$ cat src/rtl/mux_arbitro_forzado_pkg.sv
// Shared definitions for the forced / round-robin output mux: state encoding and default sizes.
package mux_arbitro_forzado_pkg;

  typedef enum logic {
    S_FORZADO = 1'b0,
    S_RR      = 1'b1
  } state_t;

  localparam int N_CH_DEF   = 4;
  localparam int W_DEF      = 8;
  localparam int CTRL_W_DEF = 4;

endpackage

$ cat src/rtl/mux_arbitro_forzado_arbitro_rr.sv
// Rotate-priority encoder: first valid channel at or after ptr, wrapping modulo N_CH.
module arbitro_rr
  import mux_arbitro_forzado_pkg::*;
#(
  parameter int N_CH   = N_CH_DEF,
  parameter int CTRL_W = CTRL_W_DEF
) (
  input  logic [N_CH-1:0]   valid_in,
  input  logic [CTRL_W-1:0] ptr,
  output logic [CTRL_W-1:0] idx,
  output logic              any
);

  // scan offsets 0..N_CH-1 from ptr; the first hit wins
  always_comb begin
    idx = {CTRL_W{1'b0}};
    any = 1'b0;
    for (int k = 0; k < N_CH; k++) begin
      for (int i = 0; i < N_CH; i++) begin
        logic hit;
        hit = !any && valid_in[i] && (((int'(ptr) + k) % N_CH) == i);
        idx = hit ? CTRL_W'(i) : idx;
        any = any | hit;
      end
    end
  end

endmodule

$ cat src/rtl/mux_arbitro_forzado.sv
// N-channel mux from source FIFOs to one sink, forced or round-robin, registered output.
// Optional sticky starvation/out-of-range flag ERR when MUX_ERR_EN is defined.
module mux_arbitro_forzado
  import mux_arbitro_forzado_pkg::*;
#(
  parameter int N_CH   = N_CH_DEF,
  parameter int W      = W_DEF,
  parameter int CTRL_W = CTRL_W_DEF
) (
  input  logic              CLK,
  input  logic              RESET,
  input  logic              MODE,
  input  logic [CTRL_W-1:0] CONTROL,
  input  logic [N_CH-1:0]   VALID_IN,
  input  logic [N_CH*W-1:0] DATA_IN,
  input  logic              READY_OUT,
  output logic [N_CH-1:0]   POP,
  output logic [W-1:0]      OUT,
  output logic              VALID,
`ifdef MUX_ERR_EN
  output logic              ERR,
`endif
  output logic [CTRL_W-1:0] GRANT_IDX
);

  state_t            state_r;
  logic [CTRL_W-1:0] ptr_r;
  logic [CTRL_W-1:0] rr_idx_s;
  logic              rr_any_s;
  logic [CTRL_W-1:0] cand_s;
  logic              cand_valid_s;
  logic [W-1:0]      cand_data_s;
  logic              fire_s;
  logic [N_CH-1:0]   pop_s;
  logic [CTRL_W-1:0] ptr_next_s;

  arbitro_rr #(.N_CH(N_CH), .CTRL_W(CTRL_W)) u_arbitro_rr (
    .valid_in (VALID_IN),
    .ptr      (ptr_r),
    .idx      (rr_idx_s),
    .any      (rr_any_s)
  );

  // candidate select; an out-of-range CONTROL matches no channel, so it never fires
  always_comb begin
    cand_s       = (state_r == S_RR) ? rr_idx_s : CONTROL;
    cand_valid_s = 1'b0;
    cand_data_s  = {W{1'b0}};
    for (int i = 0; i < N_CH; i++) begin
      cand_valid_s = cand_valid_s | ((cand_s == CTRL_W'(i)) & VALID_IN[i]);
      cand_data_s  = cand_data_s | ({W{cand_s == CTRL_W'(i)}} & DATA_IN[i*W +: W]);
    end
    fire_s = READY_OUT & cand_valid_s & ~RESET & ((state_r == S_FORZADO) | rr_any_s);
    pop_s  = {N_CH{1'b0}};
    for (int i = 0; i < N_CH; i++) begin
      pop_s[i] = fire_s & (cand_s == CTRL_W'(i));
    end
    ptr_next_s = (cand_s == CTRL_W'(N_CH - 1)) ? {CTRL_W{1'b0}} : cand_s + CTRL_W'(1);
  end

  assign POP = pop_s;

  // mode state, output registers and round-robin pointer
  always_ff @(posedge CLK or posedge RESET) begin
    if (RESET) begin
      state_r   <= S_FORZADO;
      ptr_r     <= {CTRL_W{1'b0}};
      OUT       <= {W{1'b0}};
      VALID     <= 1'b0;
      GRANT_IDX <= {CTRL_W{1'b0}};
    end else begin
      state_r <= MODE ? S_RR : S_FORZADO;
      VALID   <= fire_s;
      if (fire_s) begin
        OUT       <= cand_data_s;
        GRANT_IDX <= cand_s;
      end
      if (fire_s && (state_r == S_RR)) begin
        ptr_r <= ptr_next_s;
      end
    end
  end

`ifdef MUX_ERR_EN
  logic err_cond_s;

  // forced channel out of range, or empty while another channel waits
  always_comb begin
    err_cond_s = (state_r == S_FORZADO) & READY_OUT &
                 ((32'(CONTROL) >= 32'(N_CH)) | (~cand_valid_s & (|VALID_IN)));
  end

  // sticky until reset
  always_ff @(posedge CLK or posedge RESET) begin
    if (RESET) begin
      ERR <= 1'b0;
    end else begin
      ERR <= ERR | err_cond_s;
    end
  end
`endif

endmodule
$ cat config.mk
export PLATFORM = sky130hd
export DESIGN_NAME = mux_arbitro_forzado
export DESIGN_NICKNAME = d
export VERILOG_FILES = /design/src/rtl/mux_arbitro_forzado_pkg.sv /design/src/rtl/mux_arbitro_forzado_arbitro_rr.sv /design/src/rtl/mux_arbitro_forzado.sv
export SDC_FILE = /design/constraint.sdc
export NUM_CORES = 1
export LEC_CHECK = 0
export CORE_MARGIN = 2
export CORE_UTILIZATION = 40
export DETAILED_ROUTE_END_ITERATION = 10
export PLACE_DENSITY = 0.87
export SLEW_MARGIN = 20
export SYNTH_ARGS = -nofsm -noshare
export SYNTH_HDL_FRONTEND = slang
export SYNTH_SLANG_ARGS = --single-unit
export TNS_END_PERCENT = 50
$ cat constraint.sdc
create_clock -name CLK -period 3.15 [get_ports CLK]
set_clock_uncertainty 0.15 [all_clocks]
set_input_delay 0.4725 -clock CLK [delete_from_list [all_inputs] [get_ports CLK]]
set_output_delay 0.4725 -clock CLK [all_outputs]
set_load 0.02 [all_outputs]
==> results.md, run 1 <==
- Power per cell area: 554 nW/um^2
- Top sig layer: met4
- Series of cell instances along the critical path: buf_6, mux2i_1, o22ai_1, o21ai_2, inv_2, ha_4, nand2_2, a21oi_2, a31o_1, a41oi_2, o2bb2ai_4, and2_4, buf_6
- Detail Route Antenna Nets: 0
- FFs w/ async S/R, synth: 100%
- Arr. time, crit path: 2690 ps
- Number of antenna violations at the first check in global routing: 0
- Slowest cell on the critical path: dfrtp_1
- Worst Setup End Kind: output pin
- Synthesized netlist net count: 162
- Crit path max fanout: 5
- Count of standard-cell rows: 19
- Sink Count: 16
- Pre-antenna DRT Iters: 4
- Clock transition time at the flip-flop clock pins of the worst setup and hold paths: 80 ps
- Mapped Avg Cell Area: 10.2 um^2
- Met3 WL post-DR: 362 um
- Wire length of the first global-routing pass: 6680 um
- Worst EP required: 2530 ps
- Status: finished with violations
- Most used DFF post-synth: dfrtp_1
- Worst-margin pin slew: between 600 and 700 ps
- Layout area overhead: 90.4%
- Synthesized cell area: approximately 1200 um^2
- Number of synthesized register bits: 16
- Worst-case vdd ir drop: 0.482 mV
- Initial standard-cell utilization of the core: 42.7%
- Count of flip-flops with a built-in enable after synthesis: 0
- Number of buffer cells added on primary ports: 60
- Unrepaired setup endpoints after global routing: yes
- Pin count of the biggest net entering global routing: 17
- Core area: 2780 um^2
- Distinct cell type count of the synthesized netlist: 39
- Top area cells in the synthesized netlist: dfrtp_1 34%, mux2_2 8.5%, a221o_1 6.7%
- Peak Freq: 302 MHz
- Clock Latency Late Sink: between 200 and 300 ps
- Worst relative slew slack: 59.1%
- CTS hold repair buffers: 0
- Most Frequent Cell on Critical Path: buf_6
- Hold path cells: 1
- Leakage component of the power: 1.01 nW
- Clock Tree Root: clkbuf_4
- Sequential fraction of the synthesis area: approximately a third
- TritonCTS clock tree: built
- Biggest cell delay along the critical path: 440 ps
- Post-Place Worst Slack: -887 ps
- Final number of setup-violating endpoints: 4
- Portion of the clock cycle consumed by the worst path in the final layout: 105%
- Critical path startpoint category: flop
- Critical path depth: 13
- Number of global-route vias before repair: 1520
- Minimum clock period: around 3300 ps
- Overflow left after global routing: 0
- DIE WIDTH: 58.5 um
- Type of the setup path with the least slack: flop to output pin
- DRC marker count from the first detailed-route iteration: 51
- DRC Markers: 0
- Synth warnings: 0
- Detail Placement HPWL: 3040 um
- R2r worst-path depth: 15
- Gate count of the mapped netlist: 116
- Pins over their slew limit: 0
- Post-Route M1 WL: ~1700 um
- GRT Util Overall: 26.7%
- Wire length per cell: 17.2 um
- Synth top area share: 33.7%
- CTS max path bufs: 2
- Failing checks: negative setup slack
- Cell accounting for the most synthesized area: dfrtp_1
- Number of maximum-capacitance constraint violations: 0
- Die Height: roughly 58 um
- Metal2 WL: 2140 um
- Buffers and inverters on the worst path: 3
- Antenna cell count: 0
- Routed wire length: 4310 um
- Clock H-tree levels: 1
- Min-Delay Path Class: flop to flop
- Number of buffers created by CTS: 3
- Total count of hold-check failures in the final report: 0
- Area enclosed by the die boundary: 3420 um^2
- Share of cells above drive strength 1: 40.5%
- Most frequently used cell type in the post-synthesis netlist: dfrtp_1
- Routed via count divided by cell count: 5.68
- Post-route setup slack: -160 ps
- Largest delay share family, worst path: compound AO/OA/AOI/OAI gates
- # IOs: 61
- Vias: 1426
- Total number of nets in the final design: 268
- Commonest cells in the netlist: 16 x dfrtp_1, 9 x mux2_2, 8 x a221o_1, 8 x a22o_1, 7 x inv_1
- Total power: 1.25 mW
- GP Congestion: 0.978
-- per-stage QoR --
stage          util [%]  cell area (um^2)  hold WS, ps  cells  setup TNS [ps]
3_5_place_dp       72.7              2020          344    232           -7570
2_1_floorplan         -              1200          236    116               0
5_1_grt            81.3              2260          381    251           -1330
3_3_place_gp       72.7              2020          333    232           -5120
4_1_cts            78.7              2190          365    246            -160
6_report           81.3              2260          361    251            -604
-- cells in the final DEF, fill, tap and decap left out, types with 3 or more instances in the layout --
cell type and n:
clkdlybuf4s50_1 52, buf_4 46, dfrtp_1 16, mux2_2 9, a22o_1 8, a221o_1 8
inv_1 6, nor2_1 6, buf_6 6, nor2b_1 5, and2_4 4, dlygate4sd2_1 4
nand2_1 3, o31ai_1 3, a21oi_1 3, mux2_4 3, clkbuf_4 3
-- worst paths after layout --
path | from | endpoint | slack [ps]
worst max-delay path | ptr_r[1] | POP[3] | -160
min in group asynchronous | RESET | OUT[4] | 440
max in group asynchronous | RESET | ptr_r[0] | 2000
worst min register to register | GRANT_IDX[3] | GRANT_IDX[3] | 360
worst min-delay path | GRANT_IDX[3] | GRANT_IDX[3] | 360
worst max register to register | ptr_r[1] | ptr_r[1] | 70
-- final cells by class --
type	count	area, um^2
Tap cell	31	38.8
Inverter	7	26.3
Sequential cell	16	400
Clock buffer	3	22.5
Fill cell	137	520
Timing Repair Buffer	108	968
Multi-Input combinational cell	86	805
-- registers in the layout (all words and copies together), names as in the netlist --
signal / cells
VALID: 1
ptr_r: 2
state_r: 1
GRANT_IDX: 4
OUT: 8
-- kinds of logic (layout without fill, tap and decap cells) --
family	after synthesis	count (layout)	share of synthesized area (%)
AO/OA/AOI/OAI	41	41	30.3
adder cells (fa/ha/maj)	2	2	2.11
buffers and inverters	14	118	6.95
flip-flops	16	16	33.7
multiplexers	13	13	13.2
AND/OR/NAND/NOR	30	30	13.7
-- per-layer routing --
layer  global-route usage, %  vias to the layer above
li1                        -                      653
met4                    13.6                        0
met1                    29.3                      687
met3                    6.37                        9
met2                    47.7                       77
met5                       0                        -
-- power by group --
| part | switching (mW) | internal [mW] | total [mW] | leakage, nW |
|---|---|---|---|---|
| clock | 0.0661 | 0.0446 | 0.111 | 0.0138 |
| sequential | 0.0527 | 0.277 | 0.330 | 0.206 |
| combinational | 0.347 | 0.465 | 0.812 | 0.788 |
-- repair_timing --
| item | 4_1_cts | 5_1_grt |
|---|---|---|
| setup endpoints to repair | 13 | 6 |
| resized for setup | 44 | 6 |
| buffers inserted | 11 | 5 |
| pin swaps | 8 | 7 |
Note: power is estimated with default switching activity, not from simulation.
==> inputs of run 2 (changes only) <==
--- a/config.mk
+++ b/config.mk
@@ -5,7 +5,7 @@
 export SDC_FILE = /design/constraint.sdc
 export NUM_CORES = 1
 export LEC_CHECK = 0
-export CORE_MARGIN = 2
+export CORE_MARGIN = 3
 export CORE_UTILIZATION = 40
 export DETAILED_ROUTE_END_ITERATION = 10
 export PLACE_DENSITY = 0.87
==> run 2 against run 1 <==
  * The flow still finishes with violations (negative setup slack)
  * Die area increased by 7.0%
  * Power decreased by 0.20%
  * Via count increased by 1.1%
  * Final area decreased by 1.2%
  * Global-route usage increased by 0.66 points
  * Cell count unchanged
  * Clock power increased by 31%
  * Critical endpoint is now POP[0]
==> results.md, run 2 (same netlist as run 1, synthesis figures left out) <==
- Status: finished with violations (unchanged)
- Failing checks: negative setup slack (unchanged)
- Power per cell area: 560 nW/um^2 (was 554 nW/um^2)
- Internal power consumption: 781 uW (was 787 uW)
- Net switching power of the design: 468 uW (was 466 uW)
- Post-Layout Cell Count: 251 (unchanged)
- Worst EP required: 2530 ps (about the same)
- Seq pwr share: 27.2% (was 26.3%)
- Core area: 2780 um^2 (unchanged)
- Number of antenna violations at the first check in global routing: 0 (unchanged)
- Clock Tree Root: clkbuf_4 (unchanged)
- Setup Total Neg Slack: -479 ps (was -604 ps)
- Critical path origin: ptr_r[1] (unchanged)
- TritonCTS clock tree: built (unchanged)
- Initial standard-cell utilization of the core: 42.7% (unchanged)
- Layout area overhead: 88.1% (was 90.4%)
- Critical path startpoint category: flop (unchanged)
- Worst Setup End Kind: output pin (unchanged)
- Routed via count divided by cell count: 5.74 (was 5.68)
- DRC marker count from the first detailed-route iteration: 30 (was 51)
- Min-Delay Path Class: flop to flop (unchanged)
- # IOs: 61 (unchanged)
- Antenna cell count: 0 (unchanged)
- Post-route setup slack: -127 ps (was -160 ps)
- Unrepaired setup endpoints after global routing: yes (unchanged)
- Clock group share of total power: 11.6% (was 8.8%)
- Vias: 1441 (was 1426)
- Routed wire length: 4630 um (was 4310 um)
- Worst-case vdd ir drop: 0.470 mV (was 0.482 mV)
- Flip-flop count of the largest register, all copies and words added: 8 (unchanged)
- Detail Route Antenna Nets: 0 (unchanged)
- Minimum clock period: 3280 ps (was 3310 ps)
- GRT Util Overall: 27.4% (was 26.7%)
- Fraction of the core area covered by cells at the end of the flow: 80.3% (was 81.3%)
- Number of buffers created by CTS: 3 (unchanged)
- Number of maximum-capacitance constraint violations: 0 (unchanged)
- Total power: 1.25 mW (about the same)
- Largest regs: OUT (8), GRANT_IDX (4), ptr_r (2) (unchanged)
- Most common cell after layout, fill and taps aside: clkdlybuf4s50_1 (unchanged)
- Share of cells above drive strength 1: 40.0% (was 40.5%)
- Arr. time, crit path: 2650 ps (was 2690 ps)
- Area enclosed by the die boundary: 3660 um^2 (was 3420 um^2)
- Wire length per cell: 18.4 um (was 17.2 um)
- GP Congestion: 0.939 (was 0.978)
- Total count of hold-check failures in the final report: 0 (unchanged)
- Hold path startpoint: OUT[0] (was GRANT_IDX[3])
- Leakage component of the power: 0.999 nW (was 1.01 nW)
- Crit path max fanout: 6 (was 5)
- Number of buffer cells added on primary ports: 60 (unchanged)
- Register with the most flip-flops: OUT (unchanged)
- Count of standard-cell rows: 19 (unchanged)
- Clock H-tree levels: 1 (unchanged)
- Power share of the combinational group: 61.2% (was 64.8%)
- Post-Place Worst Slack: -914 ps (was -887 ps)
- Pre-antenna DRT Iters: 4 (unchanged)
- Tightest hold margin: 366 ps (was 361 ps)
- CTS max path bufs: 2 (unchanged)
- Type of the setup path with the least slack: flop to output pin (unchanged)
- Number of global-route vias before repair: 1599 (was 1520)
- Worst-margin pin slew: 622 ps (was 613 ps)
- Pins over their slew limit: 0 (unchanged)
- Pin count of the biggest net entering global routing: 17 (unchanged)
- Worst relative slew slack: 58.5% (was 59.1%)
- Sink Count: 16 (unchanged)
- Final number of setup-violating endpoints: 4 (unchanged)
- DRC Markers: 0 (unchanged)
- Die Height: 60.5 um (was 58.5 um)
- Number of instances in the placed design: 236 (was 232)
- DIE WIDTH: 60.5 um (was 58.5 um)
- Post-place instance area: 2050 um^2 (was 2020 um^2)
- Peak Freq: 305 MHz (was 302 MHz)
- Portion of the clock cycle consumed by the worst path in the final layout: 104% (was 105%)
- Sw frac: 37.5% (was 37.2%)
- Total number of nets in the final design: 267 (was 268)
- Final Cell Area: 2230 um^2 (was 2260 um^2)
- Clock transition time at the flip-flop clock pins of the worst setup and hold paths: 110 ps (was 80 ps)
- Commonest non-fill, non-tap cells in the layout: 52 x clkdlybuf4s50_1, 46 x buf_4, 15 x dfrtp_1, 9 x mux2_2 (was 52 x clkdlybuf4s50_1, 46 x buf_4, 16 x dfrtp_1, 9 x mux2_2)
- Wire length of the first global-routing pass: 7300 um (was 6680 um)
- Overflow left after global routing: 0 (unchanged)
- Detail Placement HPWL: 3200 um (was 3040 um)
- Clock Latency Late Sink: 310 ps (was 290 ps)
- Worst reg2reg path startpoint: ptr_r[1] (unchanged)
==> run 2: changes by cell type in the layout (fill, tap and decap cells not counted), sizes merged <==
cell | before | now
clkdlybuf4s15 | 0 | 3
clkbuf | 3 | 4
dlygate4sd2 | 4 | 1
buf | 52 | 51
==> run 2: worst max-delay path, cell delays in order, from the launching register on <==
cell,delay (ps)
dfrtp_2,460
buf_6,130
mux2i_1,130
o22ai_1,110
o21ai_2,250
inv_2,90
ha_4,170
nand2_2,50
a21oi_2,60
a31o_1,190
a41oi_2,250
o2bb2ai_4,140
and2_4,180
buf_6,120
==> run 2: path summary, 6_finish.rpt <==
path | cells past startpoint | slack (ps) | endpoint
min reg2reg | 1 | 370 | OUT[0]
max reg2reg | 13 | 160 | ptr_r[0]
min | 1 | 370 | OUT[0]
max | 13 | -130 | POP[0]
min in group asynchronous | 2 | 410 | GRANT_IDX[2]
max in group asynchronous | 2 | 2010 | ptr_r[1]
==> run 2: timing repair <==
| item | in CTS | in global routing |
|---|---|---|
| hold buffers | 0 | 0 |
| gates resized for setup | 47 | 2 |
| setup buffers | 9 | 2 |
| endpoints found under the setup margin | 12 | 6 |
| pin swaps | 8 | 6 |
==> run 2: area by class of cell <==
class,count,area [um^2]
Timing Repair Buffer,107,963
Tap cell,31,38.8
Inverter,7,26.3
Clock buffer,4,36.3
Multi-Input combinational cell,86,767
Sequential cell,16,402
Fill cell,151,548
==> run 2: power groups by stage <==
| stage | Clock (mW) | Sequential (mW) | Combinational [mW] |
|---|---|---|---|
| global placement | 0 | 0.330 | 0.648 |
| floorplan | 0 | 0.391 | 0.290 |
| CTS | 0.139 | 0.333 | 0.734 |
| finish | 0.145 | 0.340 | 0.765 |
| global route | 0.153 | 0.347 | 0.809 |
| detailed placement | 0 | 0.333 | 0.668 |
==> run 2: per-layer routing <==
metal | global-route usage [%] | share of wire (%) | up-vias | wire, um
met5 | 0 | 0 | - | 0
met4 | 16.4 | 3.9 | 0 | 180
met3 | 8.72 | 9.4 | 23 | 433
met2 | 47.2 | 48 | 91 | 2230
met1 | 29.2 | 39 | 682 | 1780
li1 | - | - | 645 | -
==> inputs of run 3 (changes only) <==
--- a/config.mk
+++ b/config.mk
@@ -6,9 +6,9 @@
 export NUM_CORES = 1
 export LEC_CHECK = 0
 export CORE_MARGIN = 3
-export CORE_UTILIZATION = 40
+export CORE_UTILIZATION = 36
 export DETAILED_ROUTE_END_ITERATION = 10
-export PLACE_DENSITY = 0.87
+export PLACE_DENSITY = 0.83
 export SLEW_MARGIN = 20
 export SYNTH_ARGS = -nofsm -noshare
 export SYNTH_HDL_FRONTEND = slang
==> constraint.sdc (replaced) <==
create_clock -name CLK -period 2.6 [get_ports CLK]
set_clock_uncertainty 0.15 [all_clocks]
set_input_delay 0.39 -clock CLK [delete_from_list [all_inputs] [get_ports CLK]]
set_output_delay 0.39 -clock CLK [all_outputs]
set_load 0.02 [all_outputs]
==> run 3 against run 2 <==
  * The run still ends with negative setup slack left
  * Routed wire length down 11%
  * Final area down 0.56%
  * Clock power up 16%
  * Sequential share of layout area up 0.16 points
  * Core utilization down 8.7 points
  * Critical path type unchanged
  * Clock-buffer cell count unchanged
  * Worst setup slack worse by 400 ps
  * Die area up 10%
==> results.md, run 3 (same netlist as run 1, synthesis figures left out) <==
- Number of buffer cells added on primary ports: 60 (unchanged)
- Die Height: 63.4 um (was 60.5 um)
- Number of maximum-capacitance constraint violations: 0 (unchanged)
- Failing checks: negative setup slack (unchanged)
- Net switching power of the design: 539 uW (was 468 uW)
- GP Congestion: 0.953 (was 0.939)
- DIE WIDTH: 63.4 um (was 60.5 um)
- Minimum clock period: around 3100 ps
- CTS max path bufs: 2 (unchanged)
- Number of antenna violations at the first check in global routing: 0 (unchanged)
- Sw frac: 36.5% (was 37.5%)
- Detail Placement HPWL: 3080 um (was 3200 um)
- Buffers and inverters on the worst path: 2 (was 3)
- Worst-margin pin slew: 608 ps (was 622 ps)
- Antenna cell count: 0 (unchanged)
- Wire length of the first global-routing pass: 6530 um (was 7300 um)
- Layout fillers: 232 (was 151)
- Portion of the clock cycle consumed by the worst path in the final layout: 120%
- Pre-antenna DRT Iters: 4 (unchanged)
- Commonest non-fill, non-tap cells in the layout: 53 x clkdlybuf4s50_1, 37 x buf_4, 14 x dfrtp_1, 9 x mux2_2 (was 52 x clkdlybuf4s50_1, 46 x buf_4, 15 x dfrtp_1, 9 x mux2_2)
- Number of instances in the placed design: 244 (was 236)
- Clock group share of total power: 11.4% (was 11.6%)
- Clock H-tree levels: 1 (unchanged)
- Worst Setup End Kind: output pin (unchanged)
- Unrepaired setup endpoints after global routing: yes (unchanged)
- Post-Layout Cell Count: 256 (was 251)
- Power per cell area: 665 nW/um^2 (was 560 nW/um^2)
- Sink Count: 16 (unchanged)
- GRT Util Overall: 20.7% (was 27.4%)
- Clock Latency Late Sink: 290 ps (was 310 ps)
- Routed wire length: 4140 um (was 4630 um)
- Type of the setup path with the least slack: flop to output pin (unchanged)
- Clock Tree Root: clkbuf_4 (unchanged)
- Power share of the combinational group: 60.0% (was 61.2%)
- Total power: 1.48 mW (was 1.25 mW)
- Worst relative slew slack: 59.4% (was 58.5%)
- Arr. time, crit path: 2590 ps (was 2650 ps)
- Layout area overhead: 87.0% (was 88.1%)
- Pin count of the biggest net entering global routing: 17 (unchanged)
- Leakage component of the power: 0.967 nW (was 0.999 nW)
- Clock transition time at the flip-flop clock pins of the worst setup and hold paths: 100 ps (was 110 ps)
- Internal power consumption: 937 uW (was 781 uW)
- Total number of nets in the final design: 259 (was 267)
- R2r worst-path depth: 14 (was 13)
- Status: finished with violations (unchanged)
- Pins over their slew limit: 0 (unchanged)
- Min-Delay Path Class: input port to async pin (was flop to flop)
- Critical path depth: 13 (unchanged)
- Flip-flop count of the largest register, all copies and words added: 8 (unchanged)
- Total count of hold-check failures in the final report: 0 (unchanged)
- Setup Total Neg Slack: -4650 ps (was -479 ps)
- Detail Route Antenna Nets: 0 (unchanged)
- Count of standard-cell rows: 20 (was 19)
- Final number of setup-violating endpoints: 17 (was 4)
- Wire length per cell: 16.2 um (was 18.4 um)
- Routed via count divided by cell count: 5.25 (was 5.74)
- TritonCTS clock tree: built (unchanged)
- Crit path max fanout: 7 (was 6)
- Area enclosed by the die boundary: 4020 um^2 (was 3660 um^2)
- Most common cell after layout, fill and taps aside: clkdlybuf4s50_1 (unchanged)
- Biggest cell delay along the critical path: 490 ps (was 460 ps)
- Post-route setup slack: -530 ps (was -127 ps)
- Critical path startpoint category: flop (unchanged)
- DRC Markers: 0 (unchanged)
- Largest regs: OUT (8), GRANT_IDX (4), ptr_r (2) (unchanged)
- Core area: 3100 um^2 (was 2780 um^2)
- DRC marker count from the first detailed-route iteration: 54 (was 30)
- Largest delay share family, worst path: compound AO/OA/AOI/OAI gates (unchanged)
- Series of cell instances along the critical path: nand2b_4, o311ai_4, or2_1, o21ai_2, inv_2, ha_4, nand2_2, a21oi_2, a31o_1, a41oi_2, o2bb2ai_4, and2_4, buf_6 (was buf_6, mux2i_1, o22ai_1, o21ai_2, inv_2, ha_4, nand2_2, a21oi_2, a31o_1, a41oi_2, o2bb2ai_4, and2_4, buf_6)
- Vias: 1345 (was 1441)
- Register with the most flip-flops: OUT (unchanged)
- Worst EP required: 2060 ps (was 2530 ps)
- Number of buffers created by CTS: 3 (unchanged)
- Seq pwr share: 28.6% (was 27.2%)
- Initial standard-cell utilization of the core: 38.3% (was 42.7%)
- Slowest cell on the critical path: dfrtp_2 (unchanged)
- Peak Freq: approximately 320 MHz
- # IOs: 61 (unchanged)
- Share of cells above drive strength 1: 39.6% (was 40.0%)
- Worst-case vdd ir drop: 0.416 mV (was 0.470 mV)
- Overflow left after global routing: 0 (unchanged)
- Number of global-route vias before repair: 1402 (was 1599)
- Fraction of the core area covered by cells at the end of the flow: 71.6% (was 80.3%)
- CTS hold repair buffers: 0 (unchanged)
-- run 3: cell types whose count changed in the layout (fill, tap and decap cells not counted), sizes merged --
cell,delta
dlygate4sd2,+2
clkdlybuf4s50,+1
buf,-8
clkdlybuf4s15,-3
-- run 3: area by class of cell --
class                           count  area, um^2  share of cell area, %
Timing Repair Buffer               99         911                   41.0
Sequential cell                    16         403                   18.1
Clock buffer                        4        36.3                   1.63
Multi-Input combinational cell     86         790                   35.5
Tap cell                           44        55.1                   2.48
Inverter                            7        26.3                   1.18
-- run 3: path summary, 6_finish.rpt --
check                      startpoint       end  slack (ps)
max                          ptr_r[1]    POP[1]        -530
min                             RESET    OUT[5]         330
max reg2reg                  ptr_r[1]    OUT[3]        -250
min reg2reg                    OUT[2]    OUT[2]         360
max in group asynchronous       RESET  ptr_r[0]        1540
min in group CLK               OUT[2]    OUT[2]         360
-- run 3: stage by stage --
step / hold slack (ps) / worst slack (ps) / cell area [um^2]
floorplan: 154 / -164 / 1250
global placement: 332 / -1120 / 2070
detailed placement: 343 / -1150 / 2070
CTS: 354 / -482 / 2170
global route: 380 / -641 / 2220
finish: 334 / -530 / 2220
-- run 3: layer usage --
| layer | vias to the layer above | wire length, um | GRT usage (%) |
|---|---|---|---|
| li1 | 632 | - | - |
| met3 | 10 | 428 | 6.77 |
| met4 | 0 | 99 | 8.89 |
| met5 | - | 0 | 0 |
| met2 | 74 | 1950 | 35.5 |
| met1 | 629 | 1660 | 23.3 |
-- run 3: power groups by stage --
stage                     Clock [mW]  Combinational, mW  Sequential (mW)
after global routing           0.182              0.938            0.435
after detailed placement           0              0.797            0.409
after floorplan                    0              0.366            0.474
final                          0.168              0.886            0.423
after CTS                      0.169              0.851            0.415
after global placement             0              0.787            0.408
-- run 3: what timing repair did --
action	in CTS	in global routing
gates resized for setup	35	6
pin swaps	6	3
buffers inserted	5	3
endpoints found under the setup margin	18	18
